**src/rtl/disp_scan_ctrl.sv**
```systemverilog
// Four-digit multiplexed seven-segment scan controller with dead-time blanking, PWM dimming,
// per-digit blink and a frame-aligned load/ack shadow update. Optional: LEADING_ZERO_BLANK_EN.
module disp_scan_ctrl #(
   parameter int SCAN_DIV     = 12500,
   parameter int BLANK_CYCLES = 500
) (
   input  logic        clk_27Mhz,
   input  logic        reset,
   input  logic [15:0] digits_in,
   input  logic [3:0]  dp_in,
   input  logic        load,
   output logic        load_ack,
   input  logic [3:0]  blink_mask,
   input  logic        blink_phase,
   input  logic [2:0]  brightness,
   output logic [3:0]  an,
   output logic [6:0]  seg,
   output logic        dp,
   output logic [1:0]  digit_sel,
   output logic        frame_start
);

   localparam int CW = $clog2(SCAN_DIV);
   localparam logic [CW-1:0] SLOT_LAST = CW'(SCAN_DIV - 1);
   localparam logic [CW-1:0] BLANK_END = CW'(BLANK_CYCLES);
   localparam logic [0:0] ST_BLANK = 1'b0;
   localparam logic [0:0] ST_DRIVE = 1'b1;

   logic [CW-1:0] slot_cnt_q, slot_cnt_d;
   logic [1:0]    digit_sel_q, digit_sel_d;
   logic [2:0]    pwm_cnt_q, pwm_cnt_d;
   logic [0:0]    state_q, state_d;
   logic          pending_q, pending_d;
   logic [15:0]   digits_sh_q;
   logic [3:0]    dp_sh_q, mask_sh_q;
   logic [3:0]    an_q, an_d;
   logic [6:0]    seg_q, seg_d;
   logic          dp_q, dp_d;
   logic          ack_q, fs_q, fs_d;
   logic          slot_wrap, update, drive_on, lz_blank;
   logic [3:0]    nib;
   logic [3:0]    lz;

   function automatic logic [6:0] hex7(input logic [3:0] n);
      case (n)
         4'h0: hex7 = 7'h7E;  4'h1: hex7 = 7'h30;  4'h2: hex7 = 7'h6D;  4'h3: hex7 = 7'h79;
         4'h4: hex7 = 7'h33;  4'h5: hex7 = 7'h5B;  4'h6: hex7 = 7'h5F;  4'h7: hex7 = 7'h70;
         4'h8: hex7 = 7'h7F;  4'h9: hex7 = 7'h7B;  4'hA: hex7 = 7'h77;  4'hB: hex7 = 7'h1F;
         4'hC: hex7 = 7'h4E;  4'hD: hex7 = 7'h3D;  4'hE: hex7 = 7'h4F;  default: hex7 = 7'h47;
      endcase
   endfunction

   always_comb begin
      slot_wrap   = (slot_cnt_q == SLOT_LAST);
      slot_cnt_d  = slot_wrap ? '0 : slot_cnt_q + CW'(1);
      digit_sel_d = slot_wrap ? digit_sel_q - 2'd1 : digit_sel_q;
      state_d     = (slot_cnt_d < BLANK_END) ? ST_BLANK : ST_DRIVE;
      pwm_cnt_d   = pwm_cnt_q + 3'd1;
      fs_d        = (slot_cnt_d == '0) && (digit_sel_d == 2'd3);
      // Shadow swaps only at the frame boundary so one frame never mixes old and new values
      update      = slot_wrap && (digit_sel_q == 2'd0) && pending_q;
      pending_d   = update ? 1'b0 : (pending_q | load);
   end

   always_comb begin
      nib   = digits_sh_q[{digit_sel_q, 2'b00} +: 4];
      lz[3] = (digits_sh_q[15:12] == 4'h0);
      lz[2] = lz[3] && (digits_sh_q[11:8] == 4'h0);
      lz[1] = lz[2] && (digits_sh_q[7:4] == 4'h0);
      lz[0] = 1'b0;
`ifdef LEADING_ZERO_BLANK_EN
      lz_blank = lz[digit_sel_q];
`else
      lz_blank = 1'b0;
`endif
      drive_on = (state_q == ST_DRIVE) && (pwm_cnt_q <= brightness)
                 && !(mask_sh_q[digit_sel_q] && !blink_phase);
      an_d  = drive_on ? ~(4'b0001 << digit_sel_q) : 4'hF;
      seg_d = (drive_on && !lz_blank) ? ~hex7(nib) : 7'h7F;
      dp_d  = drive_on ? ~dp_sh_q[digit_sel_q] : 1'b1;
   end

   always_ff @(posedge clk_27Mhz) begin
      if (reset) begin
         slot_cnt_q  <= '0;
         digit_sel_q <= 2'd3;
         pwm_cnt_q   <= 3'd0;
         state_q     <= ST_BLANK;
         pending_q   <= 1'b0;
         digits_sh_q <= 16'h0000;
         dp_sh_q     <= 4'h0;
         mask_sh_q   <= 4'h0;
         an_q        <= 4'hF;
         seg_q       <= 7'h7F;
         dp_q        <= 1'b1;
         ack_q       <= 1'b0;
         fs_q        <= 1'b0;
      end else begin
         slot_cnt_q  <= slot_cnt_d;
         digit_sel_q <= digit_sel_d;
         pwm_cnt_q   <= pwm_cnt_d;
         state_q     <= state_d;
         pending_q   <= pending_d;
         if (update) begin
            digits_sh_q <= digits_in;
            dp_sh_q     <= dp_in;
            mask_sh_q   <= blink_mask;
         end
         an_q  <= an_d;
         seg_q <= seg_d;
         dp_q  <= dp_d;
         ack_q <= update;
         fs_q  <= fs_d;
      end
   end

   assign an          = an_q;
   assign seg         = seg_q;
   assign dp          = dp_q;
   assign load_ack    = ack_q;
   assign frame_start = fs_q;
   assign digit_sel   = digit_sel_q;

endmodule
```
**config.mk**
```make
export PLATFORM = sky130hd
export DESIGN_NAME = disp_scan_ctrl
export DESIGN_NICKNAME = d
export VERILOG_FILES = /design/src/rtl/disp_scan_ctrl.sv
export SDC_FILE = /design/constraint.sdc
export NUM_CORES = 1
export LEC_CHECK = 0
export ABC_AREA = 1
export BUFFER_PORTS_ARGS = -buffer_cell sky130_fd_sc_hd__buf_2
export CAP_MARGIN = 20
export CORE_UTILIZATION = 41
export CTS_CLUSTER_DIAMETER = 120
export DETAILED_ROUTE_END_ITERATION = 6
export GPL_ROUTABILITY_DRIVEN = 0
export GPL_TIMING_DRIVEN = 0
export PLACE_DENSITY = 0.65
export SYNTH_ARGS = -nofsm -noshare
export SYNTH_HDL_FRONTEND = slang
export SYNTH_SLANG_ARGS = --single-unit
```
**constraint.sdc**
```tcl
create_clock -name clk_27Mhz -period 1.75 [get_ports clk_27Mhz]
set_clock_uncertainty 0.2 [all_clocks]
set_input_delay 0 -clock clk_27Mhz [delete_from_list [all_inputs] [get_ports clk_27Mhz]]
set_output_delay 0 -clock clk_27Mhz [all_outputs]
set_load 0.01 [all_outputs]
```
; Yosys cells after proc, flatten, opt, wreduce, memory -nomap -nowiden
; Memories as Yosys holds them, arrays and structs flattened.
; Cells that the tools add are included.
[op_classes]
n_shift = 2
n_reduce_logical = 12
n_mux = 7
n_bitwise = 5
n_addsub = 3
magnitude_cmp = 3
eq_ne = 2
[ops]
columns = op, count
row1 = $shiftx A16 B5 Y4, 1
row2 = $add A14 B1 Y14 const B, 1
row3 = $eq A14 B14 Y1 const B, 1
row4 = $logic_not A14 Y1, 1
row5 = $lt A14 B9 Y1 const B, 1
row6 = $mux W14, 1
row7 = $not A7 Y7, 1
row8 = $logic_and A1 B1 Y1, 6
row9 = $bmux W1 S2, 2
row10 = $not A4 Y4, 1
row11 = $reduce_or A2 Y1, 2
row12 = $shl A1 B2 Y4 const A, 1
row13 = $add A3 B1 Y3 const B, 1
row14 = $le A3 B3 Y1, 1
row15 = $lt A2 B3 Y1 const B, 1
row16 = $mux W1, 3
row17 = $eq A2 B2 Y1 const B, 1
row18 = $logic_not A1 Y1, 2
row19 = $logic_not A2 Y1, 1
row20 = $mux W2, 1
row21 = $not A1 Y1, 2
row22 = $sub A2 B1 Y2 const B, 1
row23 = $or A1 B1 Y1, 1
[totals]
regBits = 59
out_inout_bits = 16
mem_bits_ro = 112
mem_count = 1
word_cells = 48
[mem_list]
columns = name, depth, width, read_ports, rd_clocked_by_memory_dff, wr, line_no
row1 = (name not given), 16, 7, 1, 0, 0, 45  ; case (n)

; Depth between registers and ports, before layout
[logic_depth]
ltp_word = 7
mapped_depth = 12

; Worst setup path after synthesis
; OpenSTA, ideal clock, no wires.
[synth_path]
path_type = reg2reg
start = register digit_sel_q[0] (netlist: digit_sel[0])
end = register seg_q[3] (netlist: seg[3])
required_ns = 1.425
n_path_buf = 1
t_arrival_ns = 1.694
path_stages_with_launch = 10
path_slack_ns = -0.269
cell_sequence = dfxtp_1 > buf_2 > nand2_1 > a32oi_1 > inv_1 > ha_1 > inv_1 > nor2_1 > o21ai_0 > nand3_1
[synth_between]
elab_chain_len = 7
word_cells_on_any_way = 10
cone_classes = 1 x shift / 2 x mux / 2 x bitwise / 4 x reduce/logical / 1 x memory
[synth_lines]
columns = item, line_no
row1 = from (decl), 30  ; logic [1:0] digit_sel_q, digit_sel_d;
row2 = from (signal assigned), 100  ; digit_sel_q <= digit_sel_d;
row3 = branches (longest 7 deep; another with $mem_v2 Z16 W7), -
row4 = to (signal assigned), 110  ; seg_q <= seg_d;
row5 = to (decl), 37  ; logic [6:0] seg_q, seg_d;
; Several ways; the timed one is not identified. The select of a mux whose other input is x is not followed.
; A chain may end at the register's enable or synchronous reset.

; Worst setup path in the final report
[layout_path]
start = register digit_sel_q[0] (netlist: digit_sel[0])
end = register seg_q[0] (netlist: seg[0])
; The elaborated chain is that of the path after synthesis.

==> tab_implementation.tex <==
\begin{tabular}{lr}
\hline
Metric & Value \\
\hline
\multicolumn{2}{l}{\textbf{Run status}} \\
\quad Run status & complete, but fails checks \\
\quad Violations in the final reports & negative setup slack \\
\multicolumn{2}{l}{\textbf{Clock network}} \\
\quad H-tree levels & 3 \\
\quad Inserted Clock Buffers & 9 \\
\quad Clk\_lat worst skew & roughly 0.34 ns \\
\quad Clock transition at the register clock pins on the worst setup and hold paths after CTS & around 0.060 ns \\
\quad CTS tree & done \\
\quad Root buf cell & sky130\_fd\_sc\_hd\_\_clkbuf\_8 \\
\quad Longest Clk Path Bufs & 2 \\
\quad Clk sink count & around 60 \\
\multicolumn{2}{l}{\textbf{Yosys}} \\
\quad EDFF count, synth & 0 \\
\quad Post-Synth Simple-Gate Area & around 37\% \\
\quad Area share of the largest cell type after synthesis & around two fifths \\
\quad Netlist area before placement & $\sim$2900 µm² \\
\quad Syn Area/Cell & around 7.3 µm² \\
\quad Top cell types by occurrence after synthesis & sky130\_fd\_sc\_hd\_\_nand2\_1 (114), sky130\_fd\_sc\_hd\_\_dfxtp\_1 (59), sky130\_fd\_sc\_hd\_\_nand3\_1 (49), sky130\_fd\_sc\_hd\_\_nor2\_1 (41), sky130\_fd\_sc\_hd\_\_inv\_1 (30) \\
\quad Async set-or-reset flop fraction in the synthesized netlist & 0\% \\
\quad Count of yosys warnings during synthesis & 0 \\
\quad Cells taking the most area after synthesis & sky130\_fd\_sc\_hd\_\_dfxtp\_1 (41\%), sky130\_fd\_sc\_hd\_\_nand2\_1 (15\%), sky130\_fd\_sc\_hd\_\_nand3\_1 (8.5\%) \\
\quad Instance count of the mapped netlist & roughly 400 \\
\quad Dominant combinational cell family by area after synthesis & simple AND/OR/NAND/NOR gates \\
\quad Most common cell in the netlist & sky130\_fd\_sc\_hd\_\_nand2\_1 \\
\quad Syn Nets & between 400 and 500 \\
\quad Sequential cell area fraction in the yosys report & roughly two fifths \\
\quad Share of synthesized cell area in full adder, half adder and majority cells & under 10\% \\
\quad Area leader, netlist & sky130\_fd\_sc\_hd\_\_dfxtp\_1 \\
\quad Synthesized-area fraction occupied by ao, oa, aoi and oai cells & between 7 and 8\% \\
\quad Count of cell types in the netlist & 35 \\
\quad Mux share of post-synthesis cell area & 0\% \\
\quad Most used flip-flop cell after synthesis & sky130\_fd\_sc\_hd\_\_dfxtp\_1 \\
\quad Number of synthesized register bits & around 60 \\
\quad Share of the synthesized netlist area taken by xor and xnor gates & less than 1\% \\
\multicolumn{2}{l}{\textbf{Min path}} \\
\quad Startpoint of the worst hold path & blink\_phase \\
\quad Class of the tightest hold or removal check & in2reg \\
\quad Depth of the worst hold-timing path & 5 \\
\quad Terminating pin of the worst hold path & seg[2]\$\_SDFF\_PP1\_ \\
\multicolumn{2}{l}{\textbf{STA}} \\
\quad Unrepaired setup endpoints after global routing & yes \\
\quad Headroom to the max-slew limit & a little under two thirds \\
\quad Setup-violating endpoint count in the final report & 5 \\
\quad Tightest Pin Transition & about 0.55 ns \\
\quad Highest clock frequency the design can meet & about 530 MHz \\
\quad Setup slack of the critical path after layout & -0.124 ns \\
\quad Final Cycle Share & 107\% \\
\quad Setup TNS Final & -0.467 ns \\
\quad Final worst path period need & between 1.5 and 2 ns \\
\quad Final-report max-slew violation count & 0 \\
\quad Number of endpoints with negative hold slack in the final report & 0 \\
\multicolumn{2}{l}{\textbf{Final layout}} \\
\quad Area growth from synthesis to final layout & 44.6\% \\
\quad Total number of nets in the final design & approximately 550 \\
\quad Layout cell share with drive strength beyond 1 & 34.5\% \\
\quad Post-layout utilization of the core & about three fifths \\
\quad Count of fill cells added during filler insertion & about 570 \\
\quad Number of antenna cells inserted & 0 \\
\multicolumn{2}{l}{\textbf{Global route}} \\
\quad Number of antenna violations at the first check in global routing & 0 \\
\quad Grt ovf & 0 \\
\quad Global router's overall resource usage & about a fifth \\
\quad First-pass GRT wire length & between 10000 and 15000 µm \\
\quad Vias in the first global route & between 2000 and 3000 \\
\quad Met3 global-route usage & under 10\% \\
\quad Largest net degree at the start of global routing & 11 \\
\quad Grt met2 use & 34.3\% \\
\quad Most Used Layer, Global Route & met2 \\
\quad Fraction of met1 tracks used by global routing & between 20\% and 30\% \\
\multicolumn{2}{l}{\textbf{Run}} \\
\quad Maxcap violations & 0 \\
\multicolumn{2}{l}{\textbf{Critical path}} \\
\quad Slowest cell on the critical path & sky130\_fd\_sc\_hd\_\_dfxtp\_4 \\
\quad Length in cells of the worst reg-to-reg path & 9 \\
\quad Worst Setup Start Kind & register \\
\quad Required time of the critical path & between 1.5 and 2 ns \\
\quad Maximum net fanout on the critical path & 8 \\
\quad Reg2reg end & seg[0]\$\_SDFF\_PP1\_ \\
\quad Largest incremental delay on the critical path & approximately 0.40 ns \\
\quad Crit. End Element & register \\
\quad WS Path Type & reg2reg \\
\quad Register-to-register setup slack & -0.12 ns \\
\quad Signal arrival time at the worst endpoint & about 2 ns \\
\quad RR Startpoint & digit\_sel[0]\$\_SDFF\_PP1\_ \\
\quad CP cell instances & buf\_8 > nand2\_4 > a32oi\_4 > ha\_2 > inv\_2 > nor2\_4 > o21bai\_1 > nand2\_1 > nand3\_1 \\
\multicolumn{2}{l}{\textbf{Drt}} \\
\quad Number of iterations in the first detailed-routing pass & 5 \\
\quad Via-to-Cell Ratio & 4.96 \\
\quad Average wire per cell in the routed design & about 13 µm \\
\quad Total wire length after detailed routing & a little under 8000 µm \\
\quad Detail Route Antenna Nets & 0 \\
\quad Violation count after the first detailed-route iteration & 140 \\
\quad Via count & 2979 \\
\quad DRC violations left & 0 \\
\multicolumn{2}{l}{\textbf{Pwr}} \\
\quad Power per unit of standard cell area & between 600 and 700 nW/µm² \\
\quad Sequential cell fraction of total power & about half \\
\quad Switching share of total power & a little under a quarter \\
\quad Total power & between 2 and 3 mW \\
\quad Net switching power figure & 635 µW \\
\quad Clk network pwr share & between 40\% and 50\% \\
\quad Share of total power in combinational logic & between 6 and 7\% \\
\quad Leakage power summed over all cells & 1.82 nW \\
\quad Cell Int Power & between 2 and 2.5 mW \\
\quad Highest ir drop seen on vdd & between 0.4 and 0.5 mV \\
\multicolumn{2}{l}{\textbf{Placed design}} \\
\quad Number of buffers inserted by port buffering & 46 \\
\quad Hpwl dp & around 5000 µm \\
\multicolumn{2}{l}{\textbf{Die}} \\
\quad Height of the die & roughly 86 µm \\
\quad Horizontal die dimension & between 80 and 90 µm \\
\quad Area enclosed by the die boundary & between 7000 and 8000 µm² \\
\quad Initial standard-cell utilization of the core & a little over two fifths \\
\quad Row count & 30 \\
\quad I/O pin cnt & between 40 and 50 \\
\quad Core Region & about 6800 µm² \\
\hline
\end{tabular}
cell type report:
cell class	count	area [µm²]	area share, %
plain buffers	10	87.6	2.11
clock buffers	12	155	3.74
clock inverters	4	25.0	0.603
inverters	37	159	3.83
multi-input cells	289	1740	41.9
flip-flops and latches	59	1210	29.1
well taps	96	120	2.89
repair buffers	94	657	15.8
worst max-delay path by stage:
stage,startpoint,endpoint,cells after the start,slack (ns)
2_1_floorplan,digit_sel[0]$_SDFF_PP1_,seg[0]$_SDFF_PP1_,11,-0.007
3_3_place_gp,slot_cnt_q[0]$_SDFF_PP0_,state_q$_SDFF_PP0_,8,-0.30
3_5_place_dp,slot_cnt_q[0]$_SDFF_PP0_,state_q$_SDFF_PP0_,8,-0.32
4_1_cts,digit_sel[0]$_SDFF_PP1_,seg[3]$_SDFF_PP1_,9,-0.06
5_1_grt,digit_sel[0]$_SDFF_PP1_,seg[0]$_SDFF_PP1_,9,-0.21
6_report,digit_sel[0]$_SDFF_PP1_,seg[0]$_SDFF_PP1_,9,-0.12
routing by layer:
| metal | up-vias | wire [µm] | share of wire (%) |
|---|---|---|---|
| met2 | 101 | 3720 | 48 |
| met5 | - | 0 | 0 |
| li1 | 1485 | - | - |
| met4 | 0 | 292 | 3.7 |
| met1 | 1368 | 3450 | 44 |
| met3 | 25 | 359 | 4.6 |
through the flow:
step	setup slack, ns	hold WS [ns]	area [µm²]	instances
after detailed placement	-0.315	-0.00980	3260	537
after floorplan	-0.00693	-0.0969	2910	395
final	-0.124	0.0477	4150	601
after CTS	-0.0625	0.0220	3850	587
after global placement	-0.303	-0.0137	3260	537
after global routing	-0.208	0.0582	4150	601
worst max-delay path, delay by kind of cell (launching register included):
kind	cells	cell delay, ns
DFF	1	0.40
adders and majority gates	1	0.25
and+or+nand+nor	4	0.31
AOI/OAI and AO/OA	2	0.46
buffers and inverters	2	0.19
layout by cell type, fill, tap and decap left out, types with 5 or more instances in the layout:
cell	instances
sky130_fd_sc_hd__dlygate4sd3_1	26
sky130_fd_sc_hd__dfxtp_4	6
sky130_fd_sc_hd__nand2_2	15
sky130_fd_sc_hd__buf_4	21
sky130_fd_sc_hd__nor2_1	35
sky130_fd_sc_hd__ha_1	7
sky130_fd_sc_hd__nand2_4	5
sky130_fd_sc_hd__buf_2	48
sky130_fd_sc_hd__nand3_2	7
sky130_fd_sc_hd__dfxtp_1	49
sky130_fd_sc_hd__o21ai_0	11
sky130_fd_sc_hd__inv_2	7
sky130_fd_sc_hd__nand2_1	101
sky130_fd_sc_hd__a21oi_1	7
sky130_fd_sc_hd__nand4_1	6
sky130_fd_sc_hd__nand3_1	43
sky130_fd_sc_hd__nor2_4	10
sky130_fd_sc_hd__clkbuf_8	11
sky130_fd_sc_hd__inv_1	24
sky130_fd_sc_hd__o21ai_1	6
registers in the layout, summed over array words and instances, names as in the netlist:
| signal | count |
|---|---|
| digits_sh_q | 16 |
| mask_sh_q | 4 |
| pwm_cnt_q | 3 |
| slot_cnt_q | 14 |
| dp | 1 |
| state_q | 1 |
| an | 4 |
| frame_start | 1 |
| load_ack | 1 |
| pending_q | 1 |
| dp_sh_q | 4 |
| digit_sel | 2 |
| seg | 7 |
power groups by stage:
stage	sequential, mW	combinational [mW]	clock, mW
floorplan	1.40	0.0654	0
global placement	1.40	0.116	0
CTS	1.37	0.168	1.15
finish	1.37	0.186	1.12
global route	1.37	0.207	1.20
detailed placement	1.40	0.119	0
logic make-up (layout without fill, tap and decap cells):
group	Yosys count	after routing
AO/OA/AOI/OAI	37	37
AND/OR/NAND/NOR	235	235
buffers and inverters	47	157
adder cells (fa/ha/maj)	14	14
flip-flops	59	59
XOR/XNOR	3	3
timing repair:
action / CTS / global route
setup endpoints to repair: 42 / 39
endpoints found under the hold margin: 31 / 0
hold buffers: 26 / 0
pin swaps: 7 / 19
buffers inserted: 8 / 12
gates resized for setup: 32 / 60
cloned: 0 / 2
No activity file was read; power rests on OpenSTA's default activity.
